## config.mk

```make
export PLATFORM = sky130hd
export DESIGN_NAME = objects_mux_n
export DESIGN_NICKNAME = d
export VERILOG_FILES = /design/src/rtl/objects_mux_n.sv
export SDC_FILE = /design/constraint.sdc
export NUM_CORES = 1
export LEC_CHECK = 0
export CAP_MARGIN = 20
export CORE_ASPECT_RATIO = 1.5
export CORE_UTILIZATION = 41
export CTS_CLUSTER_DIAMETER = 30
export DETAILED_ROUTE_END_ITERATION = 8
export PLACE_DENSITY = 0.79
export SETUP_SLACK_MARGIN = 0.2
export SLEW_MARGIN = 25
export SYNTH_ARGS = -nofsm -noshare
export SYNTH_HDL_FRONTEND = slang
export SYNTH_SLANG_ARGS = --single-unit
```

## constraint.sdc

```tcl
create_clock -name clk -period 1.98 [get_ports clk]
set_input_delay 0.396 -clock clk [delete_from_list [all_inputs] [get_ports clk]]
set_output_delay 0.396 -clock clk [all_outputs]
set_load 0.005 [all_outputs]
```

## src/rtl/objects_mux_n.sv

```systemverilog
// N-layer priority pixel mux with RGB332 to RGB888 expansion and a 2-clock pixel pipeline.
// Per-frame pairwise collision flags are built only when OBJECTS_MUX_COLLISION_EN is defined.
module objects_mux_n #(
    parameter int         NUM_LAYERS      = 4,
    parameter logic [7:0] TRANSPARENT_RGB = 8'hFF,
    parameter int         IDX_W           = $clog2(NUM_LAYERS + 1)
) (
    input  logic                             clk,
    input  logic                             reset,
    input  logic                             startOfFrame,
    input  logic [NUM_LAYERS-1:0]            layerEnable,
    input  logic [NUM_LAYERS-1:0]            drawingRequest,
    input  logic [8*NUM_LAYERS-1:0]          layerRGB,
    input  logic [7:0]                       backGroundRGB,
    output logic [7:0]                       redOut,
    output logic [7:0]                       greenOut,
    output logic [7:0]                       blueOut,
    output logic [IDX_W-1:0]                 topLayerIdx,
    output logic [NUM_LAYERS*NUM_LAYERS-1:0] collisionFlags,
    output logic                             collisionPulse
);

    localparam int NN = NUM_LAYERS * NUM_LAYERS;

    logic [NUM_LAYERS-1:0]   act;
    logic [NUM_LAYERS-1:0]   act_s1;
    logic [8*NUM_LAYERS-1:0] rgb_s1;
    logic [7:0]              bg_s1;
    logic [IDX_W-1:0]        sel_idx;
    logic [7:0]              sel_rgb;
    logic [7:0]              rgb_s2;

    // A layer only counts when requested, enabled and not painting the transparent key.
    always_comb begin
        act = '0;
        for (int k = 0; k < NUM_LAYERS; k++) begin
            act[k] = drawingRequest[k] & layerEnable[k] &
                     (layerRGB[8*k +: 8] != TRANSPARENT_RGB);
        end
    end

    always_ff @(posedge clk or posedge reset) begin
        if (reset) begin
            act_s1 <= '0;
            rgb_s1 <= '0;
            bg_s1  <= '0;
        end else begin
            act_s1 <= act;
            rgb_s1 <= layerRGB;
            bg_s1  <= backGroundRGB;
        end
    end

    // Scanning downwards lets the lowest active index overwrite any higher one.
    always_comb begin
        sel_idx = IDX_W'(NUM_LAYERS);
        sel_rgb = bg_s1;
        for (int k = NUM_LAYERS - 1; k >= 0; k--) begin
            if (act_s1[k]) begin
                sel_idx = IDX_W'(k);
                sel_rgb = rgb_s1[8*k +: 8];
            end
        end
    end

    always_ff @(posedge clk or posedge reset) begin
        if (reset) begin
            topLayerIdx <= '0;
            rgb_s2      <= '0;
        end else begin
            topLayerIdx <= sel_idx;
            rgb_s2      <= sel_rgb;
        end
    end

    assign redOut   = {rgb_s2[7:5], rgb_s2[7:5], rgb_s2[7:6]};
    assign greenOut = {rgb_s2[4:2], rgb_s2[4:2], rgb_s2[4:3]};
    assign blueOut  = {4{rgb_s2[1:0]}};

`ifdef OBJECTS_MUX_COLLISION_EN
    logic          sof_s1;
    logic [NN-1:0] pairs;
    logic [NN-1:0] acc;

    always_ff @(posedge clk or posedge reset) begin
        if (reset) begin
            sof_s1 <= 1'b0;
        end else begin
            sof_s1 <= startOfFrame;
        end
    end

    always_comb begin
        pairs = '0;
        for (int i = 0; i < NUM_LAYERS; i++) begin
            for (int j = i + 1; j < NUM_LAYERS; j++) begin
                pairs[i*NUM_LAYERS + j] = act_s1[i] & act_s1[j];
            end
        end
    end

    // The start-of-frame pixel seeds the new accumulator rather than the published one.
    always_ff @(posedge clk or posedge reset) begin
        if (reset) begin
            acc            <= '0;
            collisionFlags <= '0;
            collisionPulse <= 1'b0;
        end else if (sof_s1) begin
            acc            <= pairs;
            collisionFlags <= acc;
            collisionPulse <= |acc;
        end else begin
            acc            <= acc | pairs;
            collisionPulse <= 1'b0;
        end
    end
`else
    // Frame timing has no consumer without the collision logic.
    logic unused_sof;
    assign unused_sof     = startOfFrame;
    assign collisionFlags = '0;
    assign collisionPulse = 1'b0;
`endif

endmodule

```

==> impl_metrics.toml <==
[drt]
routed_wl_um = 3760
postRouteAntennaNets = 0
wire_per_inst_um = 13.2
vias = 1311
firstDrtPassIters = 4
drtIter0Drc = 38
drc = 0
viasPerCell = 4.58

[timing]
fin_crit_ns = 1.62
slew_viol_final = 0
hold_viol_final = 0
fmax_ghz = 0.615
fin_setup_tns_ns = 0
rsz0062_at_grt = "no"
setup-violations-final = 0
whs_ns = 0.450
skew_ns = 0.00682
timing.final.ws_setup_ns = 0.355
post-route-period-util_pct = 82.1

[layout]
area_growth_pct = 35.1
antennaDiodeCount = 0
nets = 270
fin_cells = 286
drive_gt1_share_pct = 7.73
nFillCells = 416

[synthesis]
ys_top_cells_by_area = "dfrtp_1 (66%), buf_4 (12%), mux2_2 (3.8%)"
yosysTopAreaCellShare_pct = 65.9
syn_inst = 156
synth_ff_type = "dfrtp_1"
yosys.area.top_type = "dfrtp_1"
synth_common_cells = "dfrtp_1 (55), buf_4 (34), a21oi_1 (9)"
syn_avg_cell_area_um2 = 13.4
ys_warn_count = 0
ys_ff_latch = 55
synth_most_common_cell = "dfrtp_1"
synthArstFlopShare_pct = 100
seq_area_frac_synth_pct = 65.9
ys_types = 23
synth-edff-count = 0
syn_area_mm2 = 0.00209

[place]
numPortBuffers = 76
dpl.hpwl_um = 2970
dp_slack_ns = 0.480
dp.cells = 278
gp_congestion = 0.761

[run]
drv_cap = 0

[outcome]
status = "completed"

[cts]
cts_made_buffers = 5
clockBufferDepth = 2
htreeDepth = 2
holdBufCountCts = 0
cts.sinks = 55
cts_tree = "built"
cts-root-buf = "clkbuf_8"
clk_pin_slew_ns = 0.09
post-cts-setup-buffers = 0
clk_latency_ns = 0.30
ctsResizeCount = 0

[worst_hold_path]
hold_path.class = "in -> async"

[critical_path]
critPathMaxStageDelay_ns = 0.53
worst_ep_required_time_ns = 1.58
cp_max_fo = 4
critical_path.top_delay_family = "buffers and inverters"
cp-start-kind = "flop"
cp_slowest_cell = "clkdlybuf4s50_1"
crit_buf_inv = 1
crit_path_end_kind = "output port"
crit_type = "reg -> out"
arrival_ns = 1.23
path_cells = "clkdlybuf4s50_1"
reg2reg_slack_ns = 0.47

[floorplan]
io_pins = 95
fp-row-count = 31
die_y_um = 89.4
core_area_mm2 = 0.00485
dieArea_mm2 = 0.00539
start_util_pct = 43.1
fp.dieW_um = 60.3

[pwr]
peakVddDrop_uv = 534
power_uw = 2160
p_per_area_mw_per_mm2 = 764
leakagePower_uw = 0.00120

[global_route]
track_usage_pct = 15.3
gr-total-overflow = 0
grt_max_degree = 56
grt_pass1_wl_um = 5710
antenna_found_initial = 0
grt_pass1_vias = 1234
cells by family (layout without fill, tap and decap cells):
family / after synthesis / after routing / synth area share, %
DFF: 55 / 55 / 65.9
and+or+nand+nor: 23 / 23 / 6.47
buffers and inverters: 41 / 89 / 14.0
other: 1 / 17 / 0.180
muxes: 7 / 7 / 3.77
AOI/OAI and AO/OA: 29 / 29 / 9.71
placed cells by master, fill, tap and decap left out, types with 2 or more instances in the layout:
cell type         n
clkdlybuf4s50_1  76
conb_1           17
mux2_2            7
o211a_1           4
clkbuf_1          2
clkbuf_8          5
nor2_1            2
nand2b_1          8
o31ai_1           7
dfrtp_1          55
o22ai_1           7
nand4_1           8
a21oi_1           9
flip-flops by register name (all words and copies together), names as in the netlist:
register     flops
topLayerIdx      3
rgb_s2           8
rgb_s1          32
bg_s1            8
act_s1           4
area by class of cell:
cell class	instances	area [um2]	area share, %
clock buffers	7	76.3	2.71
flip-flops and latches	55	1380	48.8
inverters	3	11.3	0.399
well taps	66	82.6	2.93
multi-input cells	76	480	17.0
clock inverters	1	5.00	0.177
repair buffers	78	788	28.0
path summary, 6_finish.rpt:
check                               start              to  depth (start not counted)
worst max register to register  act_s1[1]       rgb_s2[7]                          3
worst max-delay path            rgb_s2[1]      blueOut[1]                          1
min in group clk                act_s1[2]  topLayerIdx[2]                          1
worst min register to register  act_s1[2]  topLayerIdx[2]                          1
max in group asynchronous           reset       rgb_s1[4]                          3
worst min-delay path                reset        bg_s1[3]                          3
power by group:
part           total [uW]  internal (uW)  switching (uW)  leakage, uW
Combinational         360            237             123     0.000507
Clock                 566            249             317    0.0000422
Sequential           1230           1190            38.0     0.000646
Total                2160           1680             478      0.00120
through the flow:
step / utilization, % / cell area, um2
finish: 58.2 / 2820
CTS: 58.2 / 2820
global placement: 56.5 / 2740
global route: 58.2 / 2820
detailed placement: 56.5 / 2740
floorplan: - / 2150
routing by layer:
layer / vias up / share of wire (%) / GRT usage [%]
li1: 617 / - / -
met1: 635 / 34 / 15.6
met2: 54 / 59 / 28.5
met3: 5 / 4.5 / 3.18
met4: 0 / 1.9 / 7.61
met5: - / 0 / 0
No activity file was read; power rests on OpenSTA's default activity.
==> variant, RTL diff (same flow settings) <==
`rgb_s1` no longer has a reset.
--- a/src/rtl/objects_mux_n.sv
+++ b/src/rtl/objects_mux_n.sv
@@ -42,13 +42,15 @@
     always_ff @(posedge clk or posedge reset) begin
         if (reset) begin
             act_s1 <= '0;
-            rgb_s1 <= '0;
             bg_s1  <= '0;
         end else begin
             act_s1 <= act;
-            rgb_s1 <= layerRGB;
             bg_s1  <= backGroundRGB;
         end
+    end
+
+    always_ff @(posedge clk) begin
+        rgb_s1 <= layerRGB;
     end
 
     // Scanning downwards lets the lowest active index overwrite any higher one.
Function: no difference found for any inputs over 10 cycles, from zero or initial values and one cycle with reset high; that may be too few to reach the edited logic, so the function may still have changed.
==> variant against the unedited design <==
The run now ends with DRC left. Clock skew is 0.0030 ns lower. Count of clock-buffer cells in the layout is 1 higher. Area after synthesis down 7.6%. Sequential cell count unchanged. Setup slack better by 0.0045 ns. Total power grew 2.6%. Cell area shrank 6.3%. Wire length fell by 5.9%. Highest routed layer unchanged.
==> variant: results (changes against the unedited design) <==
qor: run_status.run_status finished with violations
qor: run_status.failing_checks DRC
qor: routing.routed_via_density 4.78 [+4.3%]
qor: routing.detail_route.first_pass.iterations 9 [+5]
qor: routing.detailedRoute.firstIterationViolations 28 [-26%]
qor: routing.wl_per_cell 13.2 um [+0.45%]
qor: synthesis.synth_sequential_area_ratio 0.630 [-0.0287]
qor: synthesis.yosys-top-cells-area sky130_fd_sc_hd__dfxtp_1 33%, sky130_fd_sc_hd__dfrtp_1 30%, sky130_fd_sc_hd__buf_4 13%
qor: final_layout.layoutNonFillerInstCount 268 [-6.3%]
qor: final_layout.layout-drive-gt1-share 0.0773 [unchanged]
qor: global_routing.globalRouteTotalUtil 0.152 [-0.00101]
qor: global_routing.grt_pass1_wl 5450 um [-4.6%]
qor: global_routing.grt_max_degree 24 [-57%]
qor: power_and_ir_drop.vdd_ir_drop_max 0.565 mV [+5.9%]
qor: power_and_ir_drop.leakage_dissipation 1.10 nW [-7.9%]
qor: worst_setup_path.r2r_end rgb_s2[0]
qor: synthesis.synth_flop_cell sky130_fd_sc_hd__dfxtp_1
qor: global_routing.first_global_vias 1222 [-0.97%]
qor: place.routability_congestion_estimate 0.751 [-1.2%]
qor: worst_setup_path.r2r-start act_s1[3]
qor: timing.finClkSkew 0.00383 ns [-0.00299 ns]
qor: synthesis.postSynth.asyncResetShare 0.418 [-0.582]
qor: routing.drt_drc_violations_left 10 [+10]
qor: synthesis.synth.distinct_cells 22 [-4.3%]
qor: clock_network.clkSlewWorstSetupHoldPaths 0.09 ns [about the same]
[variant: cell types whose count changed after synthesis, sizes merged]
| cell | change |
|---|---|
| inv | +1 |
| buf | +1 |
| dfxtp | +32 |
| dfrtp | -32 |
| clkbuf | -1 |
| clkinv | -1 |
[variant: how the worst max path moves through the flow]
stage / from / endpoint / slack (ns) / depth (start not counted)
after floorplan: act_s1[2] / rgb_s2[7] / 0.76 / 4
after global placement: layerRGB[23] / act_s1[2] / 0.59 / 3
after detailed placement: layerRGB[14] / act_s1[1] / 0.57 / 3
after CTS: rgb_s2[0] / blueOut[4] / 0.34 / 1
after global routing: rgb_s2[0] / blueOut[4] / 0.29 / 1
final: rgb_s2[1] / blueOut[3] / 0.36 / 1
[variant: final cells by class]
class,count,area [um2]
clock buffers,8,100
fillers,370,1860
inverters,3,11.3
multi-input cells,76,480
flip-flops and latches,55,1220
well taps,48,60.1
repair buffers,78,776
[variant: routing by layer]
layer,up-vias,wire length (um),track usage,part of all wire
met5,-,0,0,0
met4,0,110,0.0866,0.031
met3,9,223,0.0422,0.063
met2,64,2030,0.289,0.57
met1,592,1180,0.138,0.33
li1,616,-,-,-
[variant: where the power goes]
part,internal [mW],leakage [nW],switching (mW)
clock network,0.319,0.0515,0.328
logic,0.234,0.506,0.112
registers,1.18,0.543,0.0346
total,1.74,1.10,0.474
[variant: kinds of logic (layout without fill, tap and decap cells)]
group,count (synthesis),in the layout,share of synthesized area
flops,55,55,0.630
buf+inv,41,89,0.152
compound gates,29,29,0.105
simple gates,23,23,0.0700
mux,7,7,0.0409
other cells,1,17,0.00194
[variant: metrics by stage]
stage / cell area, um2 / hold slack [ns] / util / setup WS [ns] / power, mW
finish: 2640 / 0.416 / 0.587 / 0.360 / 2.21
global route: 2640 / 0.452 / 0.587 / 0.294 / 2.30
CTS: 2640 / 0.425 / 0.587 / 0.340 / 2.23
detailed placement: 2540 / 0.460 / 0.565 / 0.572 / 1.59
global placement: 2540 / 0.462 / 0.565 / 0.590 / 1.58
floorplan: 1990 / 0.398 / - / 0.758 / 1.42
